## src/rtl/f1_pkg.sv

```systemverilog
// rtl/f1_pkg.sv - shared state type and default constants for the F1 start-light sequencer
package f1_pkg;

    typedef enum logic [1:0] {
        IDLE  = 2'd0,
        LIGHT = 2'd1,
        HOLD  = 2'd2,
        OFF   = 2'd3
    } f1_state_t;

    localparam int F1_N_LIGHTS  = 8;
    localparam int F1_RAND_W    = 7;
    localparam int F1_MIN_DELAY = 2;

endpackage

```

## src/rtl/tick_countdown.sv

```systemverilog
// rtl/tick_countdown.sv - loadable tick down-counter, expires on the tick that sees count 1
module tick_countdown #(
    parameter int W = 7
) (
    input  logic         clk,
    input  logic         rst_n,
    input  logic         load,
    input  logic [W-1:0] load_val,
    input  logic         tick,
    output logic         expire
);

    logic [W-1:0] count_q;
    logic [W-1:0] count_d;

    // Load has priority; otherwise each tick decrements, saturating at zero.
    always_comb begin
        count_d = count_q;
        if (load) begin
            count_d = load_val;
        end else if (tick && (count_q != '0)) begin
            count_d = count_q - 1'b1;
        end
    end

    // Count register.
    always_ff @(posedge clk or negedge rst_n) begin
        if (!rst_n) begin
            count_q <= '0;
        end else begin
            count_q <= count_d;
        end
    end

    assign expire = tick && !load && (count_q == W'(1));

endmodule

```

## src/rtl/f1_sequencer.sv

```systemverilog
// rtl/f1_sequencer.sv - start-light sequencer top; optional abort input under F1_SEQ_ABORT_EN
module f1_sequencer
    import f1_pkg::*;
#(
    parameter int N_LIGHTS  = F1_N_LIGHTS,
    parameter int RAND_W    = F1_RAND_W,
    parameter int MIN_DELAY = F1_MIN_DELAY
) (
    input  logic                clk,
    input  logic                rst_n,
    input  logic                trigger,
    input  logic                tick,
    input  logic [RAND_W-1:0]   random,
    output logic                lfsr_en,
    output logic [N_LIGHTS-1:0] data_out,
    output logic                busy,
    output logic                done
`ifdef F1_SEQ_ABORT_EN
    ,
    input  logic                abort
`endif
);

    localparam logic [N_LIGHTS-1:0] ALL_ON     = {N_LIGHTS{1'b1}};
    localparam logic [N_LIGHTS-1:0] LAMP_FIRST = N_LIGHTS'(1);
    localparam logic [RAND_W-1:0]   MIN_D      = RAND_W'(MIN_DELAY);

    f1_state_t           state_q, state_d;
    logic [N_LIGHTS-1:0] data_out_q, data_out_d;
    logic                busy_q, busy_d;
    logic                done_q, done_d;
    logic                trigger_q, trigger_d;

    logic                trig_rise;
    logic                abort_req;
    logic                cd_load;
    logic                cd_expire;
    logic [RAND_W-1:0]   hold_delay;
    logic [N_LIGHTS-1:0] next_pattern;

`ifdef F1_SEQ_ABORT_EN
    assign abort_req = abort;
`else
    assign abort_req = 1'b0;
`endif

    assign trig_rise    = trigger && !trigger_q;
    assign hold_delay   = (random < MIN_D) ? MIN_D : random;
    assign next_pattern = (data_out_q << 1) | LAMP_FIRST;

    tick_countdown #(
        .W(RAND_W)
    ) u_countdown (
        .clk     (clk),
        .rst_n   (rst_n),
        .load    (cd_load),
        .load_val(hold_delay),
        .tick    (tick && (state_q == HOLD)),
        .expire  (cd_expire)
    );

    // Next-state and registered-output decode; trigger edges outside IDLE are dropped.
    always_comb begin
        state_d    = state_q;
        data_out_d = data_out_q;
        busy_d     = busy_q;
        done_d     = 1'b0;
        trigger_d  = trigger;
        cd_load    = 1'b0;
        case (state_q)
            IDLE: begin
                data_out_d = '0;
                busy_d     = 1'b0;
                if (trig_rise) begin
                    data_out_d = LAMP_FIRST;
                    busy_d     = 1'b1;
                    if (LAMP_FIRST == ALL_ON) begin
                        state_d = HOLD;
                        cd_load = 1'b1;
                    end else begin
                        state_d = LIGHT;
                    end
                end
            end
            LIGHT: begin
                if (abort_req) begin
                    state_d    = IDLE;
                    data_out_d = '0;
                    busy_d     = 1'b0;
                end else if (tick) begin
                    data_out_d = next_pattern;
                    if (next_pattern == ALL_ON) begin
                        state_d = HOLD;
                        cd_load = 1'b1;
                    end
                end
            end
            HOLD: begin
                if (abort_req) begin
                    state_d    = IDLE;
                    data_out_d = '0;
                    busy_d     = 1'b0;
                end else if (cd_expire) begin
                    state_d    = OFF;
                    data_out_d = '0;
                    busy_d     = 1'b0;
                    done_d     = 1'b1;
                end
            end
            OFF: begin
                state_d    = IDLE;
                data_out_d = '0;
                busy_d     = 1'b0;
            end
            default: begin
                state_d    = IDLE;
                data_out_d = '0;
                busy_d     = 1'b0;
            end
        endcase
    end

    // State and output registers; trigger_q resets high so a held trigger is not an edge.
    always_ff @(posedge clk or negedge rst_n) begin
        if (!rst_n) begin
            state_q    <= IDLE;
            data_out_q <= '0;
            busy_q     <= 1'b0;
            done_q     <= 1'b0;
            trigger_q  <= 1'b1;
        end else begin
            state_q    <= state_d;
            data_out_q <= data_out_d;
            busy_q     <= busy_d;
            done_q     <= done_d;
            trigger_q  <= trigger_d;
        end
    end

    assign lfsr_en  = (state_q != HOLD);
    assign data_out = data_out_q;
    assign busy     = busy_q;
    assign done     = done_q;

endmodule
```

## config.mk

```make
export PLATFORM = sky130hd
export DESIGN_NAME = f1_sequencer
export DESIGN_NICKNAME = d
export VERILOG_FILES = /design/src/rtl/f1_pkg.sv /design/src/rtl/tick_countdown.sv /design/src/rtl/f1_sequencer.sv
export SDC_FILE = /design/constraint.sdc
export NUM_CORES = 1
export LEC_CHECK = 0
export ABC_AREA = 0
export BUFFER_PORTS_ARGS = -buffer_cell sky130_fd_sc_hd__buf_2
export CORE_MARGIN = 2
export CORE_UTILIZATION = 30
export DETAILED_ROUTE_END_ITERATION = 16
export MAX_ROUTING_LAYER = met4
export PLACE_DENSITY_LB_ADDON = 0.2
export SYNTH_ARGS = -nofsm -noshare
export SYNTH_HDL_FRONTEND = slang
export SYNTH_HIERARCHICAL = 1
export SYNTH_SLANG_ARGS = --single-unit
```

## constraint.sdc

```tcl
create_clock -name clk -period 6.5 [get_ports clk]
set_input_delay 0.65 -clock clk [delete_from_list [all_inputs] [get_ports clk]]
set_output_delay 0.65 -clock clk [all_outputs]
set_load 0.02 [all_outputs]
```

Word-level counts from Yosys, hierarchy flattened
Cells that the tools add are included.
{ "totals": {"reg_bits": 20, "inputBits": 11, "out_inout_bits": 11} }
{ "classes": {"n_addsub": 1, "magnitude_cmp": 1, "eq_ne": 10, "n_mux": 20, "bitwise": 1, "n_reduce_logical": 13} }
{ "op_table": {"columns": ["op", "count"], "rows": [
  ["$pmux W8 S4", 1],
  ["$mux W7", 3],
  ["$mux W8", 2],
  ["$ne A2 B2 Y1 const B", 5],
  ["$mux W1", 8],
  ["$mux W2", 4],
  ["$pmux W2 S4", 1],
  ["$eq A7 B1 Y1 const B", 1],
  ["$eq A7 B7 Y1 const B", 1],
  ["$lt A7 B2 Y1 const B", 1],
  ["$reduce_bool A7 Y1", 1],
  ["$sub A7 B1 Y7 const B", 1],
  ["$logic_and A1 B1 Y1", 5],
  ["$eq A2 B2 Y1 const B", 2],
  ["$reduce_and A2 Y1", 2],
  ["$reduce_and A4 Y1", 1],
  ["$pmux W1 S3", 1],
  ["$eq A2 B1 Y1 const B", 1],
  ["$logic_not A1 Y1", 2],
  ["$logic_not A2 Y1", 1],
  ["$reduce_bool A2 Y1", 1],
  ["$not A1 Y1", 1]
]} }

Longest topological paths before layout
Gate-level depths: netlist of the first run.
{ "logic_depth": {"depth_word": 9, "mapped_depth": 12, "mapped_depth_nobuf": 10} }

Modules after synthesis
The synthesis of the first run kept the hierarchy.
{ "modules_own_cells": {"columns": ["mod", "n_inst", "cells_each", "area_each_um2", "seq_area_each_um2"], "rows": [
  ["f1_sequencer", 1, 70, 754.5, 326.6],
  ["tick_countdown", 1, 54, 476.7, 175.2]
]} }

Worst setup path after synthesis of the first run
No wires, ideal clock.
{ "synth_timing": {"path_kind": "register -> register", "start": "register state_q[0]", "end": "register state_q[1]", "arrival_ns": 2.235, "required_time_ns": 6.375, "slack_ns": 4.140, "stages_incl_launch_ff": 12, "synth_period_minus_slack_ns": 2.360, "cell_sequence": "dfrtp_1 inv_1 ha_1 inv_1 nor2_1 nand3_1 nor3_1 nor2b_4 buf_6 a21oi_4 nand3_2 mux2_4"} }
{ "synth_via": {"elab_chain_len": 7, "elab_cells_between_ends": 15, "classes_between": "7 x eq/ne; 2 x mux; 6 x reduce/logical"} }
{ "synth_rtl": {"columns": ["item", "line_no", "text"], "rows": [
  ["start, declared", "f1_sequencer.sv:28", "f1_state_t state_q, state_d;"],
  ["start signal, assigned", "f1_sequencer.sv:132", "state_q <= state_d;"],
  ["$eq A2 B1 Y1", "f1_sequencer.sv:70", "case (state_q)"],
  ["$mux W1", "f1_sequencer.sv:70", null],
  ["$logic_not A1 Y1", "tick_countdown.sv:35", "assign expire = tick && !load && (count_q == W'(1));"],
  ["$logic_and A1 B1 Y1 (*) (2 in series)", "tick_countdown.sv:35", null],
  ["via cd_expire", "f1_sequencer.sv:37", "logic cd_expire;"],
  ["$ne A2 B2 Y1 (no line) (*)", null, null],
  ["$reduce_and A4 Y1 (no line) (*)", null, null]
]} }
Mark *: on every way through the listed nets, which the timed path passes. The rest lies on a longest branch.
A chain may end at the register's enable or synchronous reset.

Worst setup path after layout of the first run
{ "layout_timing": {"start": "register state_q[1]", "end": "register data_out_q[1] (netlist: data_out[1])"} }
{ "layout_via": {"elab_chain_len": 7, "elab_cells_between_ends": 13, "classes_between": "5 x eq/ne; 2 x mux; 6 x reduce/logical"} }
{ "layout_rtl": {"columns": ["item", "line_no", "text"], "rows": [
  ["$eq A2 B1 Y1", "f1_sequencer.sv:70", null],
  ["$mux W1", "f1_sequencer.sv:70", null],
  ["via cd_load", "f1_sequencer.sv:36", "logic cd_load;"],
  ["$logic_not A1 Y1", "tick_countdown.sv:35", null],
  ["$logic_and A1 B1 Y1 (2 in series)", "tick_countdown.sv:35", null],
  ["via cd_expire", "f1_sequencer.sv:37", null],
  ["$ne A2 B2 Y1 (no line)", null, null],
  ["$reduce_and A2 Y1 (no line)", null, null],
  ["end signal, assigned", "f1_sequencer.sv:133", "data_out_q <= data_out_d;"],
  ["end, declared", "f1_sequencer.sv:29", "logic [N_LIGHTS-1:0] data_out_q, data_out_d;"]
]} }
The timed path passes the listed nets, and every way through them passes these cells.

==> summary.md, run 1 <==
| Metric | Value |
|---|---|
| Outcome | finished clean |
| Die area | 4630 sq um |
| Achievable frequency | 0.340 GHz |
| Reg-to-Reg Start | state_q[1] |
| CTS tree | done |
| Unique masters post-synth | 45 |
| Fin Setup TNS | 0 ps |
| Share of cells above drive strength 1 | 0.305 |
| Top cells by area, synth | dfrtp_1 (39%), ha_1 (8.1%), a22o_2 (5.7%) |
| Setup violators final | 0 |
| Routability cong. | 0.806 |
| Post-Syn Nets | 143 |
| Worst reg2reg path depth | 9 |
| First drt pass iteration count | 4 |
| Crit path kind | reg2reg |
| Largest family of logic cells by synthesized area | compound AO/OA/AOI/OAI gates |
| # rows | 23 |
| First-pass GRT wire length | 4510 um |
| Synth Area in Compound Gates | 0.243 |
| Post-CTS Setup Bufs | 0 |
| Total track usage | 0.133 |
| Slew margin rel. | 0.499 |
| DR WL/cell | 14.2 um |
| Largest net degree at the start of global routing | 21 |
| Worst Setup Start Kind | flip-flop |
| Post-synth EDFFs | 0 |
| Grt ovf | 0 |
| Root Driver | clkbuf_8 |
| Clk slew on worst S/H paths | 80 ps |
| Crit-path max FO | 13 |
| Simple-gate share of the synthesized area | 0.190 |
| Core area | 3970 sq um |
| Post-route ant nets | 0 |
| Share of the synthesized area in the top cell type | 0.386 |
| Via/cell ratio | 5.33 |
| Leak | 0.648 nW |
| Most common cell in the netlist | dfrtp_1 |
| DRT iter0 DRCs | 46 |
| Fillers | 427 |
| Post-CTS Hold Buffers | 0 |
| Reg-to-reg slack, setup | 3560 ps |
| Clock buffer depth | 2 |
| RSZ-0062 raised after global routing | no |
| Routed WL | 2710 um |
| Num Clock Sinks | 20 |
| Xor/xnor share of the synthesized area | 0 |
| Mapped Cells | 124 |
| Async S/R FF share, synth | 1.00 |
| Final period util | 0.453 |
| FF+latch count, synth | 20 |
| Max cap viols | 0 |
| Via count | 1,018 |
| Worst Path Arrival | 3090 ps |
| Final hold slack | 331 ps |
| HP Class | in2async |
| Vias in the first global route | 958 |
| Final core occ | 0.357 |
| WP data required | 6650 ps |
| Yosys top cell by area | dfrtp_1 |
| Worst slew pin tran | 746 ps |
| Final hold viol count | 0 |
| Post-synthesis mux area share | 0.0203 |
| Worst setup EP type | flip-flop |
| Sequential element share of the synthesized area | 0.408 |
| Post-synth top cells | dfrtp_1 (19), nor2_1 (10), ha_1 (8) |
| Avg Cell Area, Syn | 9.93 sq um |
| Syn Std Cell Area | 1230 sq um |
| Post-cts gate resize count | 0 |
| Die H | 68.1 um |
| # nets final | 161 |
| Fin Clk Skew | 4.00 ps |
| Remaining DRCs | 0 |
| Ant diodes | 0 |
| Post-Synth Adder-Cell Area | 0.0813 |
| Clock latency on the worst-skew pair | 260 ps |
| DIE WIDTH | 68.1 um |
| Area Growth Syn to Fin | 15.0% |
| Post-route minimum period | 2940 ps |
| TritonCTS buffer count | 3 |
| Pre-CTS setup slack | 3590 ps |
| Initial Util | 0.310 |
| Maximum vdd drop | 0.118 mV |
| # IOs | 22 |
| PD cells | 382 nW/um^2 |
| R2R Path End | data_out[1] |
| H-tree depth | 1 |
| Post-DP HPWL | 2040 um |
| Initial antenna violation count | 0 |
| Final Worst Setup Slack | 3560 ps |
| Ys Warns | 6 |
| Pins Over Slew Limit | 0 |
| Main synth FF type | dfrtp_1 |
| Buffers on Ports | 21 |
-- placed cells by master (no fill, tap or decap), types with 2 or more instances in the layout --
cell type,netlist,routed
clkbuf_8,0,4
inv_1,7,7
a31oi_1,4,4
or4_1,2,2
o31ai_1,2,2
buf_2,0,21
o21ai_0,5,5
a21oi_1,3,3
dfrtp_1,19,19
a22o_2,7,7
nand2_1,6,6
nor3_1,3,3
ha_1,8,8
a22o_1,7,7
nand4_1,2,2
nor2_1,10,10
nor3b_1,2,2
nand3_1,2,2
nand2b_1,2,2
-- metrics by stage --
step | power [mW] | cells | area, sq um
final | 0.541 | 191 | 1420
after global routing | 0.586 | 191 | 1420
after CTS | 0.548 | 191 | 1420
after detailed placement | 0.447 | 187 | 1360
after global placement | 0.440 | 187 | 1360
after floorplan | 0.391 | 124 | 1230
-- worst max path at each step --
stage / start / endpoint / slack (ps) / cells after the start
after floorplan: state_q[0] / state_q[1] / 4140 / 11
after global placement: state_q[1] / data_out[5] / 3720 / 9
after detailed placement: state_q[1] / data_out[6] / 3590 / 9
after CTS: state_q[1] / data_out[1] / 3570 / 9
after global routing: state_q[1] / data_out[3] / 3270 / 9
final: state_q[1] / data_out[1] / 3560 / 9
-- metal layers --
metal,global-route usage,vias to the layer above,wire length (um)
met5,-,-,0
met4,0.0450,0,46
met3,0.0247,4,110
met2,0.212,20,1270
met1,0.171,501,1280
li1,-,493,-
-- flip-flops by register name, summed over array words and instances, names as in the netlist --
signal	flops
data_out	8
state_q	2
trigger_q	1
busy	1
u_countdown/count_q	7
done	1
-- area by class of cell --
type                    count  area [sq um]  area share
flip-flops and latches     20           502       0.354
inverters                   9          33.8      0.0239
clock buffers               4          55.1      0.0389
well taps                  50          62.6      0.0442
multi-input cells          87           658       0.465
repair buffers             21           105      0.0742
-- cells by family (layout without fill, tap and decap cells) --
| logic type | after synthesis | in the layout |
|---|---|---|
| AOI/OAI and AO/OA | 37 | 37 |
| adders and majority gates | 8 | 8 |
| buffers and inverters | 17 | 34 |
| DFF | 20 | 20 |
| muxes | 2 | 2 |
| and+or+nand+nor | 40 | 40 |
-- worst max-delay path, stage by stage, from the launching register on --
cell	delay (ps)
dfrtp_1	410
inv_1	110
ha_1	460
nand2_1	100
nor3_1	590
nor3_1	220
nor2b_4	330
nor2_1	180
a22o_1	210
a22o_2	200
-- report_power, final --
part / switching [mW] / internal (mW)
registers: 0.0400 / 0.161
clock network: 0.0412 / 0.0539
logic: 0.140 / 0.105
total: 0.221 / 0.320
Power figures use the tool's default switching activity.
==> inputs of run 2 (changes only) <==
clock period = 3 ns   (was 6.5 ns; I/O delays follow)
==> summary.md, run 2 (synthesized netlist as in run 1, its figures left out) <==
| Metric | Value |
|---|---|
| Outcome | finished clean (unchanged) |
| Fin Setup TNS | 0 ps (unchanged) |
| Crit path kind | reg2reg (unchanged) |
| Routed WL | 2680 um (was 2710 um) |
| Commonest non-fill, non-tap cell in the layout | buf_2 (unchanged) |
| # IOs | 22 (unchanged) |
| DIE WIDTH | 68.1 um (unchanged) |
| WP data required | 3190 ps (was 6650 ps) |
| Worst slew pin tran | 764 ps (was 746 ps) |
| Commonest cells after routing, fill and taps aside | buf_2 (21), dfrtp_1 (19), nor2_1 (10) (unchanged) |
| Largest net degree at the start of global routing | 21 (unchanged) |
| Remaining DRCs | 0 (unchanged) |
| Worst reg2reg path depth | 10 (was 9) |
| Core area | 3970 sq um (unchanged) |
| Final period util | 0.853 (was 0.453) |
| Setup violators final | 0 (unchanged) |
| Post-CTS Setup Bufs | 0 (unchanged) |
| Worst Setup Start Kind | flip-flop (unchanged) |
| Post-cts gate resize count | 0 (unchanged) |
| Vias in the first global route | 957 (was 958) |
| Leak | 0.651 nW (was 0.648 nW) |
| Pins Over Slew Limit | 0 (unchanged) |
| Max cap viols | 0 (unchanged) |
| Share of cells above drive strength 1 | 0.301 (was 0.305) |
| R2R Path End | data_out[1] (unchanged) |
| Total track usage | 0.136 (was 0.133) |
| Design area | 1420 sq um (about the same) |
| PD cells | 807 nW/um^2 (was 382 nW/um^2) |
| Multi-input logic area | 658 sq um (unchanged) |
| Via count | 1,004 (was 1,018) |
| Fillers | 430 (was 427) |
| Routability cong. | 0.773 (was 0.806) |
| Min-delay src | trigger |
| Worst setup EP type | flip-flop (unchanged) |
| Grt ovf | 0 (unchanged) |
| # rows | 23 (unchanged) |
| Post-DP Area | 1370 sq um (was 1360 sq um) |
| Buffers on Ports | 21 (unchanged) |
| H-tree depth | 1 (unchanged) |
| DR WL/cell | 13.9 um (was 14.2 um) |
| First-pass GRT wire length | 4600 um (was 4510 um) |
| HP Class | in2reg (was in2async) |
| Root Driver | clkbuf_8 (unchanged) |
| Slew margin rel. | 0.490 (was 0.499) |
| Setup crit start | state_q[0] (was state_q[1]) |
| Num Clock Sinks | 20 (unchanged) |
| # nets final | 163 (was 161) |
| Fin Clk Skew | 7.23 ps (was 4.00 ps) |
| Initial antenna violation count | 0 (unchanged) |
| Maximum vdd drop | 0.270 mV (was 0.118 mV) |
| Worst Path Arrival | 2750 ps (was 3090 ps) |
| Ant diodes | 0 (unchanged) |
| Clk slew on worst S/H paths | 70 ps (was 80 ps) |
| Worst-path cell chain | inv_1, ha_1, inv_1, nor2_1, nand3_1, nor3_1, nor2b_4, nor2_1, a22o_1, a22o_2 (was inv_1, ha_1, nand2_1, nor3_1, nor3_1, nor2b_4, nor2_1, a22o_1, a22o_2) |
| Post-DP HPWL | 2020 um (was 2040 um) |
| First drt pass iteration count | 4 (unchanged) |
| Reg-to-Reg Start | state_q[0] (was state_q[1]) |
| Achievable frequency | 0.391 GHz (was 0.340 GHz) |
| Initial Util | 0.310 (unchanged) |
| Clock latency on the worst-skew pair | 260 ps (about the same) |
| Via/cell ratio | 5.20 (was 5.33) |
| Crit-path max FO | 11 (was 13) |
| RSZ-0062 raised after global routing | no (unchanged) |
| Largest register FFs | 8 (unchanged) |
| Post-route ant nets | 0 (unchanged) |
| CTS tree | done (unchanged) |
| Die area | 4630 sq um (unchanged) |
| Reg-to-reg slack, setup | 440 ps (was 3560 ps) |
| Clock buffer depth | 2 (unchanged) |
| Endpoint, Worst Hold | trigger_q |
| Post-CTS Hold Buffers | 1 (was 0) |
| TritonCTS buffer count | 3 (unchanged) |
| Post-route minimum period | 2560 ps (was 2940 ps) |
| Area Growth Syn to Fin | 15.7% (was 15.0%) |
| Hold Path Depth | 1 |
| DRT iter0 DRCs | 83 (was 46) |
| FF+latch area | 502 sq um (unchanged) |
| Slowest cell on crit path | dfrtp_1 (was nor3_1) |
| Final hold viol count | 0 (unchanged) |
| Worst path max stage delay | 410 ps (was 590 ps) |
| Die H | 68.1 um (unchanged) |
run 2: cell count changes in the layout (fill, tap and decap cells not counted):
cell,change
clkbuf_8,-1
clkbuf_1,+1
dlygate4sd3_1,+1
buf_4,+1
run 2: final cells by class:
| class | count | area share |
|---|---|---|
| well taps | 50 | 0.0439 |
| flip-flops and latches | 20 | 0.352 |
| multi-input cells | 87 | 0.462 |
| inverters | 9 | 0.0237 |
| repair buffers | 23 | 0.0861 |
| clock buffers | 4 | 0.0316 |
run 2: per-layer routing:
metal / GRT usage / wire length [um] / part of all wire / up-vias
met5: - / 0 / 0 / -
li1: - / - / - / 493
met2: 0.214 / 1320 / 0.49 / 19
met3: 0.0247 / 86 / 0.032 / 2
met4: 0.0300 / 19 / 0.0071 / 0
met1: 0.183 / 1250 / 0.47 / 490
run 2: stage by stage:
stage	hold slack, ps	cells	total power [mW]	utilization	setup WS, ps
3_3_place_gp	285	188	0.953	0.345	539
3_5_place_dp	287	188	0.974	0.345	449
4_1_cts	150	193	1.17	0.359	432
2_1_floorplan	4.41	124	0.848	-	640
6_report	155	193	1.15	0.359	441
5_1_grt	147	193	1.25	0.359	142
run 2: worst max-delay path by stage:
stage / end / cells past startpoint / slack, ps
6_report: data_out[1] / 10 / 440
5_1_grt: data_out[6] / 10 / 140
4_1_cts: data_out[1] / 10 / 430
3_5_place_dp: data_out[4] / 10 / 450
3_3_place_gp: data_out[4] / 10 / 540
2_1_floorplan: state_q[1] / 11 / 640
run 2: report_power, final:
part           internal, mW  switching [mW]
Clock                0.0943          0.0871
Combinational         0.229           0.305
Sequential            0.348          0.0864
Total                 0.671           0.478
run 2: critical path, delay by kind of cell (launching register included):
kind	cells	cell delay (ps)
compound gates	2	320
fa+ha+maj	1	250
buf+inv	2	220
flops	1	410
simple gates	5	1310
==> inputs of run 3 (changes only) <==
MAX_ROUTING_LAYER = default   (was met4)
==> summary.md, run 3 (synthesized netlist as in run 1, its figures left out) <==
| Metric | Value |
|---|---|
| Outcome | finished clean (unchanged) |
| Clock buffer depth | 2 (unchanged) |
| Initial antenna violation count | 0 (unchanged) |
| Share of cells above drive strength 1 | 0.301 (unchanged) |
| Post-CTS Hold Buffers | 1 (unchanged) |
| Grt ovf | 0 (unchanged) |
| Crit-path max FO | 11 (unchanged) |
| Clk slew on worst S/H paths | 70 ps (about the same) |
| Num Clock Sinks | 20 (unchanged) |
| Leak | 0.651 nW (unchanged) |
| Core area | 3970 sq um (unchanged) |
| CTS tree | done (unchanged) |
| H-tree depth | 1 (unchanged) |
| Worst slew pin tran | 764 ps (about the same) |
| DIE WIDTH | 68.1 um (unchanged) |
| Pins Over Slew Limit | 0 (unchanged) |
| WP buf/inv | 2 (unchanged) |
| Via count | 1,006 (was 1,004) |
| WP data required | 3190 ps (about the same) |
| Worst Setup Start Kind | flip-flop (unchanged) |
| First-pass GRT wire length | 4590 um (was 4600 um) |
| Slowest cell on crit path | dfrtp_1 (unchanged) |
| # nets final | 163 (unchanged) |
| Final period util | 0.853 (about the same) |
| DRT iter0 DRCs | 76 (was 83) |
| Commonest cells after routing, fill and taps aside | buf_2 (21), dfrtp_1 (19), nor2_1 (10) (unchanged) |
| Die H | 68.1 um (unchanged) |
| Fin Setup TNS | 0 ps (unchanged) |
| Area Growth Syn to Fin | 15.7% (unchanged) |
| Vias in the first global route | 955 (was 957) |
| Remaining DRCs | 0 (unchanged) |
| Pre-CTS setup slack | 449 ps (unchanged) |
| Commonest non-fill, non-tap cell in the layout | buf_2 (unchanged) |
| Worst path max stage delay | 410 ps (about the same) |
| Buffers on Ports | 21 (unchanged) |
| Achievable frequency | 0.391 GHz (about the same) |
| Total Power | 1.15 mW (about the same) |
| Design area | 1420 sq um (unchanged) |
| Post-DP HPWL | 2020 um (unchanged) |
| Post-route minimum period | 2560 ps (about the same) |
| Routability cong. | 0.763 (was 0.773) |
| Largest net degree at the start of global routing | 21 (unchanged) |
| Setup violators final | 0 (unchanged) |
| Crit path kind | reg2reg (unchanged) |
| Via/cell ratio | 5.21 (was 5.20) |
| DR WL/cell | 13.9 um (about the same) |
| Post-cts gate resize count | 0 (unchanged) |
| Largest register FFs | 8 (unchanged) |
| Fin Clk Skew | 7.23 ps (about the same) |
| Final hold viol count | 0 (unchanged) |
| Total track usage | 0.132 (was 0.136) |
| # rows | 23 (unchanged) |
| Ant diodes | 0 (unchanged) |
| # IOs | 22 (unchanged) |
| HP Class | in2reg (unchanged) |
| PD cells | 807 nW/um^2 (about the same) |
| Worst Path Arrival | 2750 ps (about the same) |
| Post-CTS Setup Bufs | 0 (unchanged) |
| First drt pass iteration count | 4 (unchanged) |
| Clock latency on the worst-skew pair | 260 ps (about the same) |
| Maximum vdd drop | 0.270 mV (about the same) |
| Initial Util | 0.310 (unchanged) |
| Slew margin rel. | 0.490 (about the same) |
| Root Driver | clkbuf_8 (unchanged) |
| Worst setup EP type | flip-flop (unchanged) |
| Delay-heaviest family, CP | simple AND/OR/NAND/NOR gates (unchanged) |
| RSZ-0062 raised after global routing | no (unchanged) |
| Post-DP Area | 1370 sq um (unchanged) |
| TritonCTS buffer count | 3 (unchanged) |
| Worst-path cell chain | inv_1, ha_1, inv_1, nor2_1, nand3_1, nor3_1, nor2b_4, nor2_1, a22o_1, a22o_2 (unchanged) |
| Final Worst Setup Slack | 442 ps (was 441 ps) |
| Post-route ant nets | 0 (unchanged) |
| Routed WL | 2670 um (was 2680 um) |
| Final core occ | 0.359 (unchanged) |
| Max cap viols | 0 (unchanged) |
| Die area | 4630 sq um (unchanged) |
## run 3: cell counts in the layout (fill, tap and decap cells not counted)
Identical to the previous run, type by type.
## run 3: cell type report
class,instances,area (sq um)
fill,430,2550
multi-input combinational,87,658
sequential,20,502
timing repair buffer,23,123
tap,50,62.6
clock buffer,4,45.0
inverter,9,33.8
## run 3: metrics by stage
stage	cells	hold slack, ps
6_report	193	155
5_1_grt	193	147
4_1_cts	193	150
3_5_place_dp	188	287
3_3_place_gp	188	285
2_1_floorplan	124	4.41
## run 3: final timing paths
kind	to	cells past startpoint	startpoint	slack (ps)
worst max-delay path	data_out[1]	10	state_q[0]	440
worst min-delay path	trigger_q	1	trigger	160
worst max register to register	data_out[1]	10	state_q[0]	440
worst min register to register	busy	2	busy	520
max in group asynchronous	trigger_q	2	rst_n	2140
min in group asynchronous	u_countdown/count_q[4]	2	rst_n	520
## run 3: worst register-to-register path, cell delays in order, from the launching register on
cell,delay [ps]
dfrtp_1,410
inv_1,130
ha_1,250
inv_1,90
nor2_1,350
nand3_1,140
nor3_1,330
nor2b_4,140
nor2_1,350
a22o_1,200
a22o_2,120
## run 3: per-layer routing
layer  vias to the layer above  part of all wire  track usage
met1                       495              0.47        0.181
li1                        493                 -            -
met4                         0            0.0071       0.0300
met2                        16              0.49        0.215
met5                         -                 0            0
met3                         2             0.031       0.0247
## run 3: report_power, final
group / internal, mW / switching, mW
logic: 0.229 / 0.305
registers: 0.348 / 0.0864
clock network: 0.0943 / 0.0872
